--- src/rtl/vert_servo_pwm_if.sv ---
// Vertical servo PWM interface.
// Groups the move requests from the vertical sweep control with the servo
// driver's pulse, status flags, frame strobe and active position.
//   master : sweep control side (drives MOVE_UP/MOVE_DOWN, observes the rest)
//   slave  : servo driver side (samples MOVE_UP/MOVE_DOWN, drives the rest)
interface vert_servo_pwm_if #(
  parameter int unsigned CW = 21
);
  logic          MOVE_UP;
  logic          MOVE_DOWN;
  logic          PWM;
  logic          PWM_limit;
  logic          PWM_home;
  logic          FRAME_TICK;
  logic [CW-1:0] POS;

  modport master (
    output MOVE_UP, MOVE_DOWN,
    input  PWM, PWM_limit, PWM_home, FRAME_TICK, POS
  );

  modport slave (
    input  MOVE_UP, MOVE_DOWN,
    output PWM, PWM_limit, PWM_home, FRAME_TICK, POS
  );
endinterface

--- src/rtl/vert_servo_pwm.sv ---
// Vertical-axis (elevation) servo driver.
// Produces a frame-based PWM pulse whose width is the commanded position and
// steps that position by STEP once per frame on request, clamped to
// [MIN_PULSE, MAX_PULSE].
// Ports:
//   CLK   - system clock
//   RST_N - asynchronous active-low reset
//   bus   - vert_servo_pwm_if.slave:
//             MOVE_UP/MOVE_DOWN  step requests, sampled on the last frame cycle
//             PWM                registered servo pulse
//             PWM_limit/PWM_home position at MAX_PULSE / MIN_PULSE
//             FRAME_TICK         strobe on the last cycle of each frame
//             POS                pulse width currently driven on PWM
module vert_servo_pwm #(
  parameter int unsigned PERIOD    = 2_000_000,
  parameter int unsigned MIN_PULSE = 50_000,
  parameter int unsigned MAX_PULSE = 250_000,
  parameter int unsigned STEP      = 1_000,
  parameter int unsigned RESET_POS = 50_000,
  parameter int unsigned CW        = 21
) (
  input  logic            CLK,
  input  logic            RST_N,
  vert_servo_pwm_if.slave bus
);

  localparam logic [CW-1:0] LAST      = CW'(PERIOD - 1);
  localparam logic [CW-1:0] PRE_LAST  = CW'(PERIOD - 2);
  localparam logic [CW-1:0] MIN_P     = CW'(MIN_PULSE);
  localparam logic [CW-1:0] MAX_P     = CW'(MAX_PULSE);
  localparam logic [CW-1:0] RESET_P   = CW'(RESET_POS);
  localparam logic [CW:0]   MIN_W     = (CW+1)'(MIN_PULSE);
  localparam logic [CW:0]   MAX_W     = (CW+1)'(MAX_PULSE);
  localparam logic [CW:0]   STEP_W    = (CW+1)'(STEP);
  localparam logic          RST_LIMIT = (RESET_POS == MAX_PULSE);
  localparam logic          RST_HOME  = (RESET_POS == MIN_PULSE);

  typedef enum logic {RUN, HOLD} state_t;

  state_t        state, state_next;
  logic [CW-1:0] count, count_next;
  // pos is only ever written on the wrap edge, so it is also the active pulse.
  logic [CW-1:0] pos, pos_next;
  logic [CW:0]   pos_ext, sum, diff;
  logic          last, up_req, down_req, outward;
  logic          pwm, tick, limit, home;

  always_comb begin
    last       = (count == LAST);
    count_next = last ? '0 : count + 1'b1;
    up_req     = bus.MOVE_UP & ~bus.MOVE_DOWN;
    down_req   = bus.MOVE_DOWN & ~bus.MOVE_UP;
    outward    = (up_req && pos == MAX_P) || (down_req && pos == MIN_P);
    pos_ext    = {1'b0, pos};
    sum        = pos_ext + STEP_W;
    // diff[CW] set means the subtraction went below zero.
    diff       = pos_ext - STEP_W;
    state_next = state;
    pos_next   = pos;
    if (last) begin
      state_next = outward ? HOLD : RUN;
      // Still pinned against the same limit: skip the adder, pos holds.
      if (!(state == HOLD && outward)) begin
        if (up_req) begin
          pos_next = (sum > MAX_W) ? MAX_P : sum[CW-1:0];
        end else if (down_req) begin
          pos_next = (diff[CW] || diff < MIN_W) ? MIN_P : diff[CW-1:0];
        end
      end
    end
  end

  always_ff @(posedge CLK or negedge RST_N) begin
    if (!RST_N) begin
      state <= RUN;
      count <= '0;
      pos   <= RESET_P;
      pwm   <= 1'b0;
      tick  <= 1'b0;
      limit <= RST_LIMIT;
      home  <= RST_HOME;
    end else begin
      state <= state_next;
      count <= count_next;
      pwm   <= (count < pos);
      // Registered one cycle ahead so the strobe sits on count PERIOD-1.
      tick  <= (count == PRE_LAST);
      if (last) begin
        pos   <= pos_next;
        limit <= (pos_next == MAX_P);
        home  <= (pos_next == MIN_P);
      end
    end
  end

  assign bus.PWM        = pwm;
  assign bus.PWM_limit  = limit;
  assign bus.PWM_home   = home;
  assign bus.FRAME_TICK = tick;
  assign bus.POS        = pos;

endmodule

--- src/flat_wrapper.sv ---
// flat-port wrapper written by rule: the top's interface ports become plain ports
module vert_servo_pwm_flat 
#(
  parameter int unsigned PERIOD    = 2_000_000,
  parameter int unsigned MIN_PULSE = 50_000,
  parameter int unsigned MAX_PULSE = 250_000,
  parameter int unsigned STEP      = 1_000,
  parameter int unsigned RESET_POS = 50_000,
  parameter int unsigned CW        = 21
)
  (CLK, RST_N, bus_MOVE_UP, bus_MOVE_DOWN, bus_PWM, bus_PWM_limit, bus_PWM_home, bus_FRAME_TICK, bus_POS);
  vert_servo_pwm_if #(.CW(CW)) bus_i ();
  input  logic CLK;
  input  logic RST_N;
  input wire logic [$bits(bus_i.MOVE_UP)-1:0] bus_MOVE_UP;
  input wire logic [$bits(bus_i.MOVE_DOWN)-1:0] bus_MOVE_DOWN;
  output wire logic [$bits(bus_i.PWM)-1:0] bus_PWM;
  output wire logic [$bits(bus_i.PWM_limit)-1:0] bus_PWM_limit;
  output wire logic [$bits(bus_i.PWM_home)-1:0] bus_PWM_home;
  output wire logic [$bits(bus_i.FRAME_TICK)-1:0] bus_FRAME_TICK;
  output wire logic [$bits(bus_i.POS)-1:0] bus_POS;
  assign bus_i.MOVE_UP = bus_MOVE_UP;
  assign bus_i.MOVE_DOWN = bus_MOVE_DOWN;
  assign bus_PWM = bus_i.PWM;
  assign bus_PWM_limit = bus_i.PWM_limit;
  assign bus_PWM_home = bus_i.PWM_home;
  assign bus_FRAME_TICK = bus_i.FRAME_TICK;
  assign bus_POS = bus_i.POS;
  vert_servo_pwm #(.PERIOD(PERIOD), .MIN_PULSE(MIN_PULSE), .MAX_PULSE(MAX_PULSE), .STEP(STEP), .RESET_POS(RESET_POS), .CW(CW)) u_core (.CLK(CLK), .RST_N(RST_N), .bus(bus_i));
endmodule
--- config.mk ---
export PLATFORM = sky130hd
export DESIGN_NAME = vert_servo_pwm_flat
export DESIGN_NICKNAME = d
export VERILOG_FILES = /design/src/rtl/vert_servo_pwm_if.sv /design/src/rtl/vert_servo_pwm.sv /design/src/flat_wrapper.sv
export SDC_FILE = /design/constraint.sdc
export NUM_CORES = 1
export LEC_CHECK = 0
export BUFFER_PORTS_ARGS = -buffer_cell sky130_fd_sc_hd__buf_2
export CELL_PAD_IN_SITES_DETAIL_PLACEMENT = 1
export CELL_PAD_IN_SITES_GLOBAL_PLACEMENT = 2
export CORE_UTILIZATION = 34
export CTS_BUF_LIST = sky130_fd_sc_hd__clkbuf_16
export DETAILED_ROUTE_END_ITERATION = 8
export HOLD_SLACK_MARGIN = 0.03
export PLACE_DENSITY_LB_ADDON = 0.1
export SETUP_SLACK_MARGIN = 0.02
export SYNTH_ARGS = -nofsm -noshare
export SYNTH_HDL_FRONTEND = slang
export SYNTH_SLANG_ARGS = --single-unit
--- constraint.sdc ---
create_clock -name CLK -period 3.74 [get_ports CLK]
set_input_delay 0.187 -clock CLK [delete_from_list [all_inputs] [get_ports CLK]]
set_output_delay 0.187 -clock CLK [all_outputs]
set_load 0.02 [all_outputs]
==> flow_metrics.env <==
export IMPL_clkSinkCount=47
export IMPL_grtUsageTotal_pct=27.6
export IMPL_core_area_um2=12100
export IMPL_setup_violations=0
export IMPL_reg2reg_depth=14
export IMPL_crit_fanout=5
export IMPL_critPathLaunch="u_core.bus.POS[4]"
export IMPL_power_density_nw_per_um2=197
export IMPL_die_w_um=114
export IMPL_ys_top_cells_by_area="dfrtp_1, ha_1, a21oi_1, dfstp_2, nand2_1"
export IMPL_antenna_left=0
export IMPL_avgSynthCellArea_um2=8.21
export IMPL_rsz0062_at_grt="yes"
export IMPL_die_area_um2=12900
export IMPL_r2r_end="u_core.bus.PWM_limit"
export IMPL_layout_commonest_cell="buf_4"
export IMPL_syn2layout_area_growth_pct=29.2
export IMPL_cp_top_family="compound AO/OA/AOI/OAI gates"
export IMPL_synth_edff_count=0
export IMPL_finalHoldViolations=0
export IMPL_synth_fp_nets=545
export IMPL_ys_seq_area_share_pct=28.0
export IMPL_overflow=0
export IMPL_multiInputGateArea_um2=2920
export IMPL_grt_pass1_vias=4600
export IMPL_cp_data_required_time_ns=3.93
export IMPL_worstHoldPathType="input port to asynchronous set/reset pin"
export IMPL_antenna_found_initial=1
export IMPL_slew_headroom_pct=47.4
export IMPL_layout_drive_gt1_share_pct=29.8
export IMPL_fin_worst_skew_ns=0.00734
export IMPL_finalPower_mw=1.08
export IMPL_vias_per_cell=5.83
export IMPL_clockBufferDepth=2
export IMPL_holdWs_ns=0.251
export IMPL_place_hpwl_um=13300
export IMPL_p_leak_nw=2.36
export IMPL_final_cell_mix="buf_4, nor2_1, nand2_1"
export IMPL_slew_viol_final=0
export IMPL_syn_inst=516
export IMPL_fin_crit_sh_pct=97.0
export IMPL_portBuffers=28
export IMPL_arrival_ns=3.81
export IMPL_path_common_cell="buf_4"
export IMPL_max_vdd_ir_drop_v=0.000245
export IMPL_start_util_pct=35.1
export IMPL_synth_cell_types=83
export IMPL_yosys_area_top_type_share_pct=23.6
export IMPL_fin_crit_ns=3.63
export IMPL_drt_iter0_drc=294
export IMPL_boundaryPins=29
export IMPL_crit_buf_inv=3
export IMPL_num_rows=40
export IMPL_r2r_slack_ns=0.11
export IMPL_clock_latency_ns=0.29
export IMPL_final_area_um2=5480
export IMPL_cp_endpoint="u_core.bus.PWM_limit"
export IMPL_nFillCells=1453
export IMPL_diodes=0
export IMPL_crit_reg2reg_launch="u_core.bus.POS[4]"
export IMPL_instances_no_fill=785
export IMPL_syn_area_um2=4240
export IMPL_synthFlopType="dfrtp_1"
export IMPL_max_freq_ghz=0.276
export IMPL_yosysWarnings=0
export IMPL_end_kind="flop"
export IMPL_dp_cells=768
export IMPL_startpoint_type="flop"
export IMPL_cts_clk_slew_worst_paths_ns=0.07
export IMPL_slowest_delay_ns=0.56
export IMPL_wl_per_cell_um=22.0
export IMPL_die_h_um=114
export IMPL_root_buffer="clkbuf_16"
export IMPL_cp_slowest_cell="o211ai_1"
export IMPL_gp_congestion=0.950
export IMPL_grt_pass1_wl_um=26700
export IMPL_layout_nets=645
export IMPL_grt_max_degree=43
export IMPL_cts_tree="yes"
export IMPL_pre_cts_slack_ns=-0.108
export IMPL_place_area_um2=5040
export IMPL_crit_cells=14
export IMPL_path_class="flop to flop"
export IMPL_num_vias=4580
export IMPL_cap_violations=0
export IMPL_cts_buffers=5
export IMPL_outcome="finished, final reports clean"
export IMPL_fin_ws_ns=0.112
export IMPL_regArea_um2=1190
export IMPL_crit_chain="buf_4 > buf_4 > o211ai_1 > a21oi_1 > nor3_1 > nor2_1 > a21oi_1 > o21ai_4 > buf_4 > o31a_1 > or3_1 > nand4_1 > nor4_4 > a22o_1"
export IMPL_drt_first_pass_iters=6
export IMPL_tightest_slew_ns=0.786
export IMPL_drc=0
export IMPL_wirelength_um=17200
export IMPL_async_reset_ff_share_pct=100
export IMPL_yosys_area_top_type="dfrtp_1"
export IMPL_ys_seq_elements=47
export IMPL_cts_htree_levels=2
[registers in the layout, indices dropped and copies added (netlist names)]
register and flops:
u_core.bus.FRAME_TICK 1, u_core.count 21, u_core.bus.PWM_limit 1, u_core.bus.PWM_home 1
u_core.bus.POS 21, u_core.bus.PWM 1, u_core.state 1
[cell usage after synthesis, types with 6 or more instances]
| cell type | n |
|---|---|
| xnor2_1 | 16 |
| dfrtp_1 | 40 |
| nor2_1 | 43 |
| or3_1 | 7 |
| dfstp_2 | 7 |
| nand3_1 | 25 |
| a31oi_1 | 7 |
| nand4_1 | 14 |
| a21oi_1 | 37 |
| nor3_1 | 17 |
| o22ai_1 | 7 |
| clkbuf_1 | 6 |
| nor4_1 | 13 |
| o21ai_0 | 25 |
| nand2_1 | 43 |
| a21o_1 | 8 |
| ha_1 | 25 |
| buf_2 | 9 |
| and4_1 | 8 |
| inv_1 | 26 |
| xor2_1 | 12 |
| o31ai_1 | 6 |
| buf_6 | 7 |
[routing by layer]
layer	routed length [um]	track usage [%]
met1	7570	36.2
met2	8110	45.0
met3	854	3.83
met4	695	13.1
met5	13	0
[kinds of logic (layout without fill, tap and decap cells)]
group / Yosys count / in the layout / share of synthesized area, %
buffers and inverters: 57 / 158 / 7.91
adder cells (fa/ha/maj): 25 / 25 / 7.38
multiplexers: 3 / 3 / 0.886
AO/OA/AOI/OAI: 139 / 139 / 21.9
XOR/XNOR: 28 / 28 / 5.79
AND/OR/NAND/NOR: 217 / 217 / 28.2
flip-flops: 47 / 47 / 28.0
[worst min path at each step]
stage | slack, ns | cells after the start | to
floorplan | -0.11 | 0 | u_core.bus.FRAME_TICK
global placement | 0.02 | 1 | u_core.bus.POS[3]
detailed placement | 0.03 | 1 | u_core.bus.POS[5]
CTS | 0.25 | 2 | u_core.bus.POS[5]
global route | 0.27 | 2 | u_core.bus.POS[5]
finish | 0.25 | 2 | u_core.bus.POS[5]
[through the flow]
| stage | setup TNS [ns] | utilization (%) |
|---|---|---|
| 6_report | 0 | 45.4 |
| 5_1_grt | -0.0207 | 45.4 |
| 2_1_floorplan | 0 | - |
| 3_5_place_dp | -0.203 | 41.8 |
| 3_3_place_gp | -0.00413 | 41.8 |
| 4_1_cts | 0 | 43.8 |
[power by group]
group          internal [mW]  switching [mW]  total (mW)  leakage, nW
clock                  0.312           0.195       0.507       0.0812
sequential             0.509         0.00152       0.511        0.576
combinational         0.0178          0.0423      0.0601         1.70
[timing repair]
item,in CTS,in global routing
hold buffers,1,0
endpoints found under the setup margin,2,2
pin swaps,4,16
resized for setup,12,33
endpoints found under the hold margin,5,0
buffers inserted,3,5
[cell type report]
cell class | count | share of cell area, %
clock inverters | 3 | 0.708
multi-input cells | 412 | 53.3
clock buffers | 5 | 2.29
repair buffers | 123 | 16.4
inverters | 27 | 1.85
well taps | 168 | 3.84
flip-flops and latches | 47 | 21.7
(Power assumes the default switching activity.)
